`src/rtl/ps2_host_tx.sv`:
```
// Host-to-device PS/2 transmitter: inhibit/request-to-send, shifts one command byte
// out on device clock edges, checks the device ack and enforces protocol timeouts.
module ps2_host_tx #(
  parameter int INHIBIT_CYCLES = 2500,
  parameter int SETUP_CYCLES   = 25,
  parameter int START_TIMEOUT  = 375000,
  parameter int PACKET_TIMEOUT = 50000
) (
  input  logic       clk,
  input  logic       reset,
  input  logic [7:0] tx_data,
  input  logic       tx_start,
  input  logic       ps2_clk,
  input  logic       ps2_data,
  output logic       ps2_clk_drive_low,
  output logic       ps2_data_drive_low,
  output logic       busy,
  output logic       done,
  output logic       error
);

  typedef enum logic [2:0] {
    IDLE, INHIBIT, REQUEST, WAIT_START, XFER, WAIT_IDLE, FAIL
  } state_t;

  // Limits are "last cycle" values so each timed state dwells exactly N cycles.
  localparam logic [18:0] INH_LAST   = 19'(INHIBIT_CYCLES - 1);
  localparam logic [18:0] SETUP_LAST = 19'(SETUP_CYCLES - 1);
  localparam logic [18:0] START_LAST = 19'(START_TIMEOUT - 1);
  localparam logic [18:0] PKT_LAST   = 19'(PACKET_TIMEOUT - 1);
  localparam logic [18:0] CNT_MAX    = '1;

  state_t      state_q, state_d;
  logic [1:0]  clk_sync_q, data_sync_q;
  logic        clk_prev_q;
  logic [18:0] cnt_q;
  logic [3:0]  bitcnt_q, bitcnt_d;
  logic [8:0]  shift_q, shift_d;
  logic        txbit_q, txbit_d;
  logic        done_q, done_d;
  logic        fall;

  assign fall = clk_prev_q & ~clk_sync_q[1];
  assign done = done_q;

  always_ff @(posedge clk or posedge reset) begin
    if (reset) begin
      state_q     <= IDLE;
      clk_sync_q  <= 2'b11;
      data_sync_q <= 2'b11;
      clk_prev_q  <= 1'b1;
      cnt_q       <= '0;
      bitcnt_q    <= '0;
      shift_q     <= '0;
      txbit_q     <= 1'b1;
      done_q      <= 1'b0;
    end else begin
      state_q     <= state_d;
      clk_sync_q  <= {clk_sync_q[0], ps2_clk};
      data_sync_q <= {data_sync_q[0], ps2_data};
      clk_prev_q  <= clk_sync_q[1];
      bitcnt_q    <= bitcnt_d;
      shift_q     <= shift_d;
      txbit_q     <= txbit_d;
      done_q      <= done_d;
      if (state_d != state_q)
        cnt_q <= '0;
      else if (cnt_q != CNT_MAX)
        cnt_q <= cnt_q + 19'd1;
    end
  end

  always_comb begin
    state_d            = state_q;
    bitcnt_d           = bitcnt_q;
    shift_d            = shift_q;
    txbit_d            = txbit_q;
    done_d             = 1'b0;
    ps2_clk_drive_low  = 1'b0;
    ps2_data_drive_low = 1'b0;
    busy               = 1'b1;
    error              = 1'b0;
    case (state_q)
      IDLE: begin
        busy = 1'b0;
        if (tx_start) begin
          shift_d  = {~^tx_data, tx_data};
          bitcnt_d = '0;
          txbit_d  = 1'b1;
          state_d  = INHIBIT;
        end
      end
      INHIBIT: begin
        ps2_clk_drive_low = 1'b1;
        if (cnt_q >= INH_LAST) state_d = REQUEST;
      end
      REQUEST: begin
        ps2_clk_drive_low  = 1'b1;
        ps2_data_drive_low = 1'b1;
        if (cnt_q >= SETUP_LAST) state_d = WAIT_START;
      end
      WAIT_START: begin
        ps2_data_drive_low = 1'b1;
        if (fall) begin
          bitcnt_d = 4'd1;
          txbit_d  = shift_q[0];
          shift_d  = {1'b1, shift_q[8:1]};
          state_d  = XFER;
        end else if (cnt_q >= START_LAST) begin
          state_d = FAIL;
        end
      end
      XFER: begin
        ps2_data_drive_low = ~txbit_q;
        if (fall) begin
          bitcnt_d = bitcnt_q + 4'd1;
          // Edge 11 is the device ack slot; ones shifted in behind parity form the stop bit.
          if (bitcnt_q == 4'd10) begin
            state_d = data_sync_q[1] ? FAIL : WAIT_IDLE;
          end else begin
            txbit_d = shift_q[0];
            shift_d = {1'b1, shift_q[8:1]};
          end
        end else if (cnt_q >= PKT_LAST) begin
          state_d = FAIL;
        end
      end
      WAIT_IDLE: begin
        if (clk_sync_q[1] && data_sync_q[1]) begin
          done_d  = 1'b1;
          state_d = IDLE;
        end else if (cnt_q >= PKT_LAST) begin
          state_d = FAIL;
        end
      end
      FAIL: begin
        busy    = 1'b0;
        error   = 1'b1;
        state_d = IDLE;
      end
      default: state_d = IDLE;
    endcase
  end

endmodule

```
`config.mk`:
```
export PLATFORM = sky130hd
export DESIGN_NAME = ps2_host_tx
export DESIGN_NICKNAME = d
export VERILOG_FILES = /design/src/rtl/ps2_host_tx.sv
export SDC_FILE = /design/constraint.sdc
export NUM_CORES = 1
export LEC_CHECK = 0
export BUFFER_PORTS_ARGS = -buffer_cell sky130_fd_sc_hd__buf_4
export CORE_UTILIZATION = 45
export DETAILED_ROUTE_END_ITERATION = 7
export PLACE_DENSITY = 0.65
export SETUP_SLACK_MARGIN = 0.5
export SLEW_MARGIN = 30
export SYNTH_ARGS = -nofsm -noshare
export SYNTH_HDL_FRONTEND = slang
export SYNTH_SLANG_ARGS = --single-unit
```
`constraint.sdc`:
```
create_clock -name clk -period 3.6 [get_ports clk]
set_clock_uncertainty 0.1 [all_clocks]
set_input_delay 0.18 -clock clk [delete_from_list [all_inputs] [get_ports clk]]
set_output_delay 0.18 -clock clk [all_outputs]
set_load 0.05 [all_outputs]
```
# == After elaboration in Yosys (flattened, before gate mapping) ==
# Index checks and enable logic that the tools add are counted.
# word_totals
ff_bits,42
wordCells,74
out_inout_bits,5
input_bits,13
# classes
bitwise_logic,3
reduce_logical,10
n_addsub,2
muxes,33
n_eq_ne,13
n_lt_le_gt_ge,4
# op_table
cell,n
19-bit 2-to-1 mux,2
9-bit 2-to-1 mux,4
3-bit 2-to-1 mux,9
9-bit case mux with 3 select lines,1
"19-bit by 1-bit adder with 19-bit output, second input constant",1
"19-bit by 12-bit greater-or-equal comparator with 1-bit output, second input constant",1
"19-bit by 16-bit greater-or-equal comparator with 1-bit output, second input constant",1
"19-bit greater-or-equal comparator, second input constant",1
"19-bit by 5-bit greater-or-equal comparator with 1-bit output, second input constant",1
"19-bit != test, second input constant",1
3-bit case mux with 6 select lines,1
4-bit 2-to-1 mux,3
4-bit case mux with 3 select lines,1
"3-bit equality test, second input constant",3
1-bit 2-to-1 mux,9
"2-bit != test, second input constant",4
8-bit XNOR reduction,1
"3-bit by 2-bit equality test with 1-bit output, second input constant",2
2-bit OR reduction,3
5-bit AND reduction,1
"4-bit by 1-bit adder with 4-bit output, second input constant",1
"4-bit equality test, second input constant",1
4-bit AND reduction,1
"3-bit by 1-bit equality test with 1-bit output, second input constant",1
10 further kinds,11

# == Logic depth before layout (Yosys ltp) ==
# Gate-level depths: netlist of run 1.
# depth
depth_word,6
ltp_mapped,9
ltp_nobuf,8

# == Least setup slack after synthesis of run 1 ==
# Ideal clock, no wire load.
# synth_path
kind,reg-to-output
from,register state_q[0]
to,output port ps2_data_drive_low
path_stages_with_launch,5
t_arrival_ps,1978
slack_ps,1342
required_time_ps,3320
cell_sequence,dfrtp_1 -> clkbuf_1 -> nor2_1 -> nand2_1 -> o21ai_0
# synth_via
elab_chain_len,3
word_cells_on_any_way,5
classes_between,eq/ne (3); mux (1); reduce/logical (1)
# synth_rtl
element,line_no,text
from (decl),33,"state_t state_q, state_d;"
from (signal assigned),58,state_q <= state_d;
3-bit by 2-bit equality test with 1-bit output,83,case (state_q)
2-bit OR reduction (no source line),-,
1-bit case mux with 2 select lines *,83,
to (decl),16,"output logic ps2_data_drive_low,"
# Every way passes the cells marked *; elsewhere a longest branch is shown, timed or not.

# == Final worst setup path of run 1 ==
# layout_path
from,register cnt_q[0]
to,register cnt_q[16]
# layout_via
elab_chain_len,6
word_cells_on_any_way,18
classes_between,add/sub (1); order compare (4); eq/ne (2); mux (10); reduce/logical (1)
# layout_rtl
element,line_no,text
from (decl),36,logic [18:0] cnt_q;
from (signal assigned),69,cnt_q <= cnt_q + 19'd1;
19-bit by 16-bit greater-or-equal comparator with 1-bit output / 19-bit greater-or-equal comparator (equally long branches),"124, 132, 109",
"3-bit 2-to-1 mux, on equally long branches","124, 132, 109",
"3-bit 2-to-1 mux, on equally long branches","129, 104, 115",
3-bit case mux with 6 select lines,83,
3-bit != test,66,if (state_d != state_q)
19-bit 2-to-1 mux / 2-bit nonzero test (equally long branches),-,
# Parallel ways exist; a longest one is shown, timed or not. The select of a mux whose other input is x is not followed.
# A chain may end at the register's enable or synchronous reset.

==> flow_summary.json, run 1 <==
{
  "fp.dieH_um": 77.2,
  "synth_area_per_cell_um2": 9.07,
  "drc": 0,
  "worstPathCellList": "ha_1, a21oi_1, a21oi_1, nor3_1, o21a_1, o2111ai_4, nor3_1",
  "drt-pass1-iter-count": 4,
  "fin_nets": 309,
  "clockBufferDepth": 2,
  "placed_area_um2": 2700,
  "drt-wirelength-per-cell_um": 13.2,
  "cp.arrival_ns": 2.55,
  "postCtsSetupBuffers": 0,
  "worstSkewPairLatency_ns": 0.29,
  "synth_nets": 298,
  "path_clk_slew_ns": 0.08,
  "dp_slack_ns": 1.15,
  "synth_top_area_cell": "dfrtp_1",
  "fillers": 515,
  "power.share.clock_pct": 41.3,
  "cts_tree": "done",
  "drive_above_1_share_pct": 17.4,
  "vias": 1972,
  "place_congestion": 0.843,
  "max-vdd-ir-drop_v": 0.000220,
  "clkSinkCount": 42,
  "track_usage_pct": 17.6,
  "vias_per_cell": 5.40,
  "drv_slew": 0,
  "core_area_um2": 5470,
  "p_comb_share_pct": 5.2,
  "crit_start": "cnt_q[0]$_DFFE_PP0P_",
  "synth_edf_count": 0,
  "status": "completed",
  "hp-class": "input pin to register",
  "worstSetupEndpointType": "register",
  "async_flop_share_pct": 100,
  "layout_min_cycle_time_ns": 2.44,
  "finalHoldViolCount": 0,
  "switchingPower_mw": 0.188,
  "detail-route-antenna-nets": 0,
  "tightestPinTransition_ns": 0.746,
  "drt_iter0_markers": 99,
  "r2r-start": "cnt_q[0]$_DFFE_PP0P_",
  "setup_violations": 0,
  "cap_violations": 0,
  "cts_resized": 0,
  "worstPathRequired_ns": 3.71,
  "timing.final.ws_setup_ns": 1.16,
  "diodes": 0,
  "synth_area_leaders": "dfrtp_1 35%, dfstp_2 6.2%, xnor2_1 4.1%",
  "wirelength_um": 4830,
  "ys_seq_area_share_pct": 41.6,
  "num_rows": 27,
  "pwr-share-seq_pct": 53.5,
  "htreeDepth": 2,
  "r2r_cells": 7,
  "path_max_fanout": 19,
  "die_x_um": 77.2,
  "area_growth_pct": 11.3,
  "power.internal_mw": 0.707,
  "powerDensity_nw_per_um2": 316,
  "cts_buffers": 5,
  "syn_area_um2": 2550,
  "dp_hpwl_um": 3430,
  "grt_max_degree": 43,
  "period_share_pct": 67.8,
  "swShare_pct": 21.0,
  "crit_path_max_incr_delay_ns": 0.44,
  "crit_cells": 7,
  "synth_top_area_share_pct": 35.4,
  "startpoint_type": "register",
  "ys_ff_latch": 42,
  "antenna_found_initial": 0,
  "yosys_warnings": 0,
  "initial_utilization_pct": 46.5,
  "grt_pass1_vias": 1800,
  "io_buffer_count": 17,
  "die-area_um2": 5970,
  "grt_first_pass_wirelength_um": 8400,
  "leakage_nw": 1.14,
  "critical_path_buf_inv_count": 0,
  "syn_inst": 281,
  "max_clock_freq_mhz": 410,
  "whs_path_depth": 3,
  "relSlewSlack_pct": 49.8,
  "yosysMostFrequentCell": "dfrtp_1",
  "synth_ff_type": "dfrtp_1",
  "hp-start": "tx_data[2]",
  "synth_common_cells": "36 x dfrtp_1, 27 x nand2_1, 18 x o21ai_0",
  "crit_type": "register to register",
  "rsz0062_at_grt": "false",
  "slowest_stage": "dfrtp_1",
  "io_pins": 18,
  "path_delay_family": "compound AO/OA/AOI/OAI gates",
  "setup_tns_ns": 0,
  "grt_overflow": 0,
  "fin_area_um2": 2840,
  "ys_types": 50,
  "ctsRootBufferMaster": "clkbuf_8"
}
==> power groups by stage <==
stage	sequential, mW	combinational (mW)	clock, mW
2_1_floorplan	0.487	0.0274	0
3_3_place_gp	0.488	0.0455	0
3_5_place_dp	0.488	0.0457	0
4_1_cts	0.479	0.0483	0.385
5_1_grt	0.479	0.0530	0.401
6_report	0.479	0.0467	0.370
==> cells in the final DEF (no fill, tap or decap), types with 2 or more instances in the layout <==
cell / Yosys / layout
and3_1: 3 / 3
nor3_1: 9 / 9
nand2_1: 27 / 27
o22ai_1: 3 / 3
nor4_2: 2 / 2
dfstp_2: 6 / 6
ha_1: 4 / 4
inv_1: 10 / 9
xnor2_1: 12 / 12
nand3b_1: 2 / 2
nand2b_1: 4 / 4
and4_1: 3 / 3
o211ai_1: 3 / 3
mux2i_1: 8 / 8
dfrtp_1: 36 / 36
dlygate4sd3_1: 0 / 3
nor2_1: 17 / 17
nor2_2: 10 / 10
nand3_1: 12 / 12
clkbuf_8: 0 / 5
or3_1: 3 / 3
nor4_1: 4 / 4
nor2b_1: 6 / 6
o21ai_0: 18 / 18
xor2_1: 9 / 9
buf_4: 0 / 19
o21a_1: 4 / 4
nor3b_1: 3 / 3
nand4_1: 10 / 10
a21oi_1: 15 / 15
==> routing by layer <==
layer | vias up | wire length, um | part of all wire [%] | track usage [%]
li1 | 1015 | - | - | -
met1 | 924 | 2440 | 50 | 25.1
met2 | 29 | 2190 | 45 | 26.1
met3 | 4 | 143 | 3.0 | 3.33
met4 | 0 | 61 | 1.3 | 6.60
met5 | - | 0 | 0 | 0
==> cells by family (layout without fill, tap and decap cells) <==
kind of cell,Yosys count,in the layout,share of synthesized area [%]
AO/OA/AOI/OAI,54,54,14.2
XOR/XNOR,21,21,7.22
AND/OR/NAND/NOR,123,123,26.7
adder cells (fa/ha/maj),4,4,1.96
flip-flops,42,42,41.6
multiplexers,9,9,3.59
buffers and inverters,28,40,4.76
==> flip-flops by register name (all words and copies together), names as in the netlist <==
register and cells:
bitcnt_q 4, clk_prev_q 1, clk_sync_q 2, cnt_q 19, data_sync_q 2, done 1
shift_q 9, state_q 3, txbit_q 1
==> cell type report <==
class,instances,area (um2),area share [%]
tap,72,90.1,3.18
inverter,10,37.5,1.32
clock buffer,6,72.6,2.56
multi-input combinational,211,1370,48.2
clock inverter,2,37.5,1.32
timing repair buffer,22,173,6.09
sequential,42,1060,37.3
==> worst min-delay path: stages <==
cell	delay (ns)
buf_4	0.09
mux2i_1	0.05
o21ai_0	0.13
==> what timing repair did <==
| item | 4_1_cts | 5_1_grt |
|---|---|---|
| endpoints found under the hold margin | 38 | 0 |
| setup endpoints to repair | 0 | 0 |
| hold buffers | 3 | 0 |
==> worst paths after layout <==
| path | to | slack [ns] |
|---|---|---|
| worst max-delay path | cnt_q[16]$_DFFE_PP0P_ | 1.16 |
| worst min-delay path | shift_q[2]$_DFFE_PP0P_ | 0.09 |
| worst max register to register | cnt_q[16]$_DFFE_PP0P_ | 1.16 |
| worst min register to register | data_sync_q[1]$_DFF_PP1_ | 0.26 |
| max in group asynchronous | clk_sync_q[1]$_DFF_PP1_ | 2.56 |
| min in group asynchronous | shift_q[8]$_DFFE_PP0P_ | 0.47 |
==> per-stage QoR <==
step           util (%)  hold WS [ns]  instances  power [mW]
5_1_grt            51.8         0.127        365       0.933
3_3_place_gp       49.3         0.189        354       0.533
2_1_floorplan         -        0.0845        281       0.514
6_report           51.8        0.0879        365       0.895
3_5_place_dp       49.3         0.190        354       0.533
4_1_cts            51.8        0.0760        365       0.912
No activity file was read; power rests on OpenSTA's default activity.
==> inputs of run 2 (changes only) <==
- clock period: 3.6 -> 2.49 ns (I/O delays scaled with it)
==> run 2 against run 1 <==
Against the previous run:
- sequential power is 44% higher
- count of clock-buffer cells in the layout stayed put
- setup slack worse by 0.84 ns
- combinational power is 47% higher
- clock power is 47% higher
- first-iteration DRC count is 26% lower
- cell area is 6.7% higher
- register-to-register slack worse by 0.84 ns
==> flow_summary.json, run 2 (synthesized netlist as in run 1, its figures left out) <==
{
  "crit_path_max_incr_delay_ns": 0.41,
  "setup_violations": 0,
  "num_rows": 27,
  "antenna_found_initial": 0,
  "worstPathRequired_ns": 2.60,
  "max_clock_freq_mhz": 460,
  "report.power.total_mw": 1.31,
  "core_area_um2": 5470,
  "vias_per_cell": 5.42,
  "drt-pass1-iter-count": 4,
  "drc": 0,
  "drt-wirelength-per-cell_um": 14.1,
  "fp.dieH_um": 77.2,
  "fillers": 486,
  "fin_area_um2": 3030,
  "top_regs": "cnt_q: 19 flops, shift_q: 9 flops, bitcnt_q: 4 flops",
  "period_share_pct": 87.3,
  "cts_buffers": 5,
  "grt_max_degree": 43,
  "finalHoldViolCount": 0,
  "track_usage_pct": 20.0,
  "slowest_stage": "dfrtp_1",
  "drt_iter0_markers": 73,
  "grt_overflow": 0,
  "critical_path_buf_inv_count": 1,
  "die-area_um2": 5970,
  "fin_nets": 326,
  "relSlewSlack_pct": 65.3,
  "layout_min_cycle_time_ns": 2.17,
  "worstSkewPairLatency_ns": 0.30,
  "placed_area_um2": 2780,
  "place_congestion": 0.820,
  "cts_tree": "done",
  "diodes": 0,
  "powerDensity_nw_per_um2": 431,
  "drv_slew": 0,
  "die_x_um": 77.2,
  "setup_tns_ns": 0,
  "r2r_cells": 7,
  "rsz0062_at_grt": "true",
  "io_pins": 18,
  "hold_ws_ns": 0.0277,
  "mostFrequentLayoutCells": "35 x buf_4, 31 x dfrtp_1, 26 x nand2_1",
  "path_delay_family": "simple AND/OR/NAND/NOR gates",
  "path_max_fanout": 19,
  "vias": 2069,
  "io_buffer_count": 17,
  "endpoint": "cnt_q[16]$_DFFE_PP0P_",
  "r2r-end": "cnt_q[16]$_DFFE_PP0P_",
  "clkSinkCount": 42,
  "hp-class": "input pin to register",
  "detail-route-antenna-nets": 0,
  "r2r-start": "cnt_q[16]$_DFFE_PP0P_",
  "final_common_cell": "buf_4",
  "cp.arrival_ns": 2.29,
  "crit_start": "cnt_q[16]$_DFFE_PP0P_",
  "leakage_nw": 1.23,
  "startpoint_type": "register",
  "fin_util_pct": 55.3,
  "area_growth_pct": 18.8,
  "crit_cells": 7,
  "htreeDepth": 2,
  "ctsRootBufferMaster": "clkbuf_8",
  "grt_pass1_vias": 2027,
  "regMostFlops": "cnt_q",
  "tightestPinTransition_ns": 0.520,
  "grt_first_pass_wirelength_um": 9470,
  "drive_above_1_share_pct": 25.8,
  "dp_hpwl_um": 3760,
  "crit_type": "register to register",
  "cap_violations": 0,
  "max-vdd-ir-drop_v": 0.000340,
  "largest_reg_flops": 19,
  "r2r_setup_slack_ns": 0.32,
  "clockBufferDepth": 2,
  "initial_utilization_pct": 46.5,
  "path_clk_slew_ns": 0.09,
  "status": "completed",
  "worstPathCellList": "or3_1, nand2b_4, or2_4, a311oi_4, o2111ai_4, buf_12, nor3_1",
  "wirelength_um": 5410,
  "whs_path_depth": 3,
  "worstSetupEndpointType": "register"
}
-- run 2: how the worst min path moves through the flow --
stage	slack [ns]	startpoint	to
floorplan	0.03	ps2_clk	clk_sync_q[0]$_DFF_PP1_
global placement	0.13	ps2_data	data_sync_q[0]$_DFF_PP1_
detailed placement	0.13	ps2_clk	clk_sync_q[0]$_DFF_PP1_
CTS	0.02	tx_data[1]	shift_q[1]$_DFFE_PP0P_
global route	0.05	tx_data[3]	shift_q[3]$_DFFE_PP0P_
finish	0.03	tx_data[1]	shift_q[1]$_DFFE_PP0P_
-- run 2: layout make-up --
type                       instances  area (um2)  area share, %
multi-input combinational        211        1410           46.6
inverter                          10        37.5           1.24
clock buffer                       6        72.6           2.40
sequential                        42        1060           35.2
tap                               72        90.1           2.98
timing repair buffer              39         313           10.3
clock inverter                     2        37.5           1.24
-- run 2: repair_timing --
| item | 4_1_cts | 5_1_grt |
|---|---|---|
| buffers inserted | 4 | 3 |
| hold buffers | 3 | 0 |
| endpoints found under the hold margin | 38 | 0 |
| cloned | 0 | 0 |
| setup endpoints to repair | 25 | 34 |
| pin swaps | 1 | 2 |
| gates resized for setup | 8 | 7 |
-- run 2: layer usage --
layer  GRT usage (%)  wire, um
met1            26.3      2590
met2            32.6      2560
met3            3.21       165
met4            8.49        93
met5               0         0
-- run 2: through the flow --
| step | setup WS, ns | cells |
|---|---|---|
| floorplan | 0.370 | 281 |
| global placement | 0.313 | 364 |
| detailed placement | 0.258 | 364 |
| CTS | 0.331 | 379 |
| global route | 0.262 | 382 |
| finish | 0.316 | 382 |
-- run 2: worst min-delay path, cell delays in order --
cell	delay [ns]
buf_4	0.09
mux2i_1	0.05
o21ai_0	0.13
-- run 2: power breakdown --
group / switching (mW) / internal (mW)
Combinational: 0.0340 / 0.0347
Sequential: 0.00295 / 0.689
Clock: 0.245 / 0.299
Total: 0.282 / 1.02
==> inputs of run 3 (changes only) <==
- REMOVE_ABC_BUFFERS: not set -> 1
==> run 3 against run 2 <==
Against the previous run:
- wire length up 3.3%
- power shrank 7.7%
- clock power fell by 19%
- setup slack improved by 0.033 ns
- combinational power barely moved
- non-clock buffer count up 9
- first-iteration DRC count is 38% higher
- sequential share of layout area down 1.4 points
- cell area rose by 5.0%
- maximum frequency up 1.5%
- die area unchanged
- sequential power barely moved
- critical endpoint is now cnt_q[3]$_DFFE_PP0P_
- largest cell class unchanged
==> flow_summary.json, run 3 (synthesized netlist as in run 1, its figures left out) <==
{
  "vias_per_cell": 5.49,
  "grt_pass1_vias": 2009,
  "mostFrequentLayoutCells": "42 x buf_4, 26 x nand2_1, 25 x dfrtp_1",
  "regMostFlops": "cnt_q",
  "worstSetupEndpointType": "register",
  "max_clock_freq_mhz": 467,
  "largest_reg_flops": 19,
  "whs_path_depth": 3,
  "placed_area_um2": 2790,
  "die_x_um": 77.2,
  "core_area_um2": 5470,
  "setup_violations": 0,
  "tightestPinTransition_ns": 0.532,
  "worstPathRequired_ns": 2.61,
  "relSlewSlack_pct": 64.6,
  "drv_slew": 0,
  "fin_nets": 335,
  "place_congestion": 0.891,
  "dp_slack_ns": 0.138,
  "area_growth_pct": 24.7,
  "num_rows": 27,
  "clkSinkCount": 42,
  "crit_type": "register to register",
  "cp.arrival_ns": 2.27,
  "top_regs": "cnt_q: 19 flops, shift_q: 9 flops, bitcnt_q: 4 flops",
  "report.power.total_mw": 1.20,
  "io_pins": 18,
  "diodes": 0,
  "max-vdd-ir-drop_v": 0.000319,
  "path_clk_slew_ns": 0.08,
  "drc": 0,
  "powerDensity_nw_per_um2": 379,
  "hp-class": "input pin to register",
  "track_usage_pct": 19.6,
  "grt_overflow": 0,
  "finalNonFillerCells": 391,
  "drt-wirelength-per-cell_um": 14.3,
  "drt-pass1-iter-count": 4,
  "io_buffer_count": 17,
  "cts_tree": "done",
  "worstSkewPairLatency_ns": 0.29,
  "startpoint_type": "register",
  "path_max_fanout": 7,
  "status": "completed",
  "dp_hpwl_um": 3780,
  "grt_max_degree": 43,
  "ctsRootBufferMaster": "clkbuf_8",
  "dp_cells": 366,
  "grt_first_pass_wirelength_um": 9460,
  "r2r_cells": 7,
  "fin_util_pct": 58.0,
  "cts_buffers": 5,
  "die-area_um2": 5970,
  "layout_min_cycle_time_ns": 2.14,
  "htreeDepth": 2,
  "vias": 2146,
  "final_common_cell": "buf_4",
  "fp.dieH_um": 77.2,
  "antenna_found_initial": 0,
  "finalHoldViolCount": 0,
  "initial_utilization_pct": 46.5,
  "clockBufferDepth": 2,
  "detail-route-antenna-nets": 0,
  "period_share_pct": 86.0,
  "timing.final.ws_setup_ns": 0.349,
  "leakage_nw": 1.28,
  "drive_above_1_share_pct": 32.6,
  "wirelength_um": 5590,
  "r2r_setup_slack_ns": 0.35,
  "fin_area_um2": 3180,
  "cap_violations": 0,
  "rsz0062_at_grt": "true",
  "hold_ws_ns": 0.0341,
  "setup_tns_ns": 0,
  "drt_iter0_markers": 101
}
-- run 3: final timing paths --
check / start / to
worst max-delay path: cnt_q[17]$_DFFE_PP0P_ / cnt_q[3]$_DFFE_PP0P_
max in group asynchronous: reset / cnt_q[13]$_DFFE_PP0P_
min in group asynchronous: reset / bitcnt_q[2]$_DFFE_PP0P_
worst min-delay path: tx_data[2] / shift_q[2]$_DFFE_PP0P_
worst min register to register: clk_sync_q[0]$_DFF_PP1_ / clk_sync_q[1]$_DFF_PP1_
worst max register to register: cnt_q[17]$_DFFE_PP0P_ / cnt_q[3]$_DFFE_PP0P_
-- run 3: final cells by class --
type	count	area, um2
Clock inverter	2	13.8
Tap cell	72	90.1
Sequential cell	42	1070
Inverter	10	37.5
Multi-Input combinational cell	211	1490
Clock buffer	6	72.6
Timing Repair Buffer	48	397
Fill cell	486	2300
-- run 3: what timing repair did --
action | CTS | global route
hold endpoints to repair | 38 | 0
pin swaps | 18 | 4
hold buffers | 3 | 0
setup buffers | 3 | 10
endpoints found under the setup margin | 20 | 33
resized for setup | 20 | 22
gates cloned | 1 | 0
-- run 3: report_power, final --
group	internal, mW	total [mW]	switching (mW)
registers	0.689	0.692	0.00325
logic	0.0349	0.0688	0.0339
clock network	0.198	0.444	0.245
total	0.922	1.20	0.282
-- run 3: worst max-delay path, cell delays in order, from the launching register on --
cell	delay (ns)
dfrtp_1	0.40
or3_4	0.37
nand2b_4	0.15
or2_4	0.25
a311oi_4	0.25
o2111ai_4	0.23
buf_6	0.21
a21oi_2	0.10
-- run 3: routing by layer --
metal  GRT usage [%]  share of wire (%)  wire (um)
met5               0                  0          0
met3            3.21                3.2        180
met4            5.66                1.4         77
met2            30.9                 47       2640
met1            27.7                 48       2690
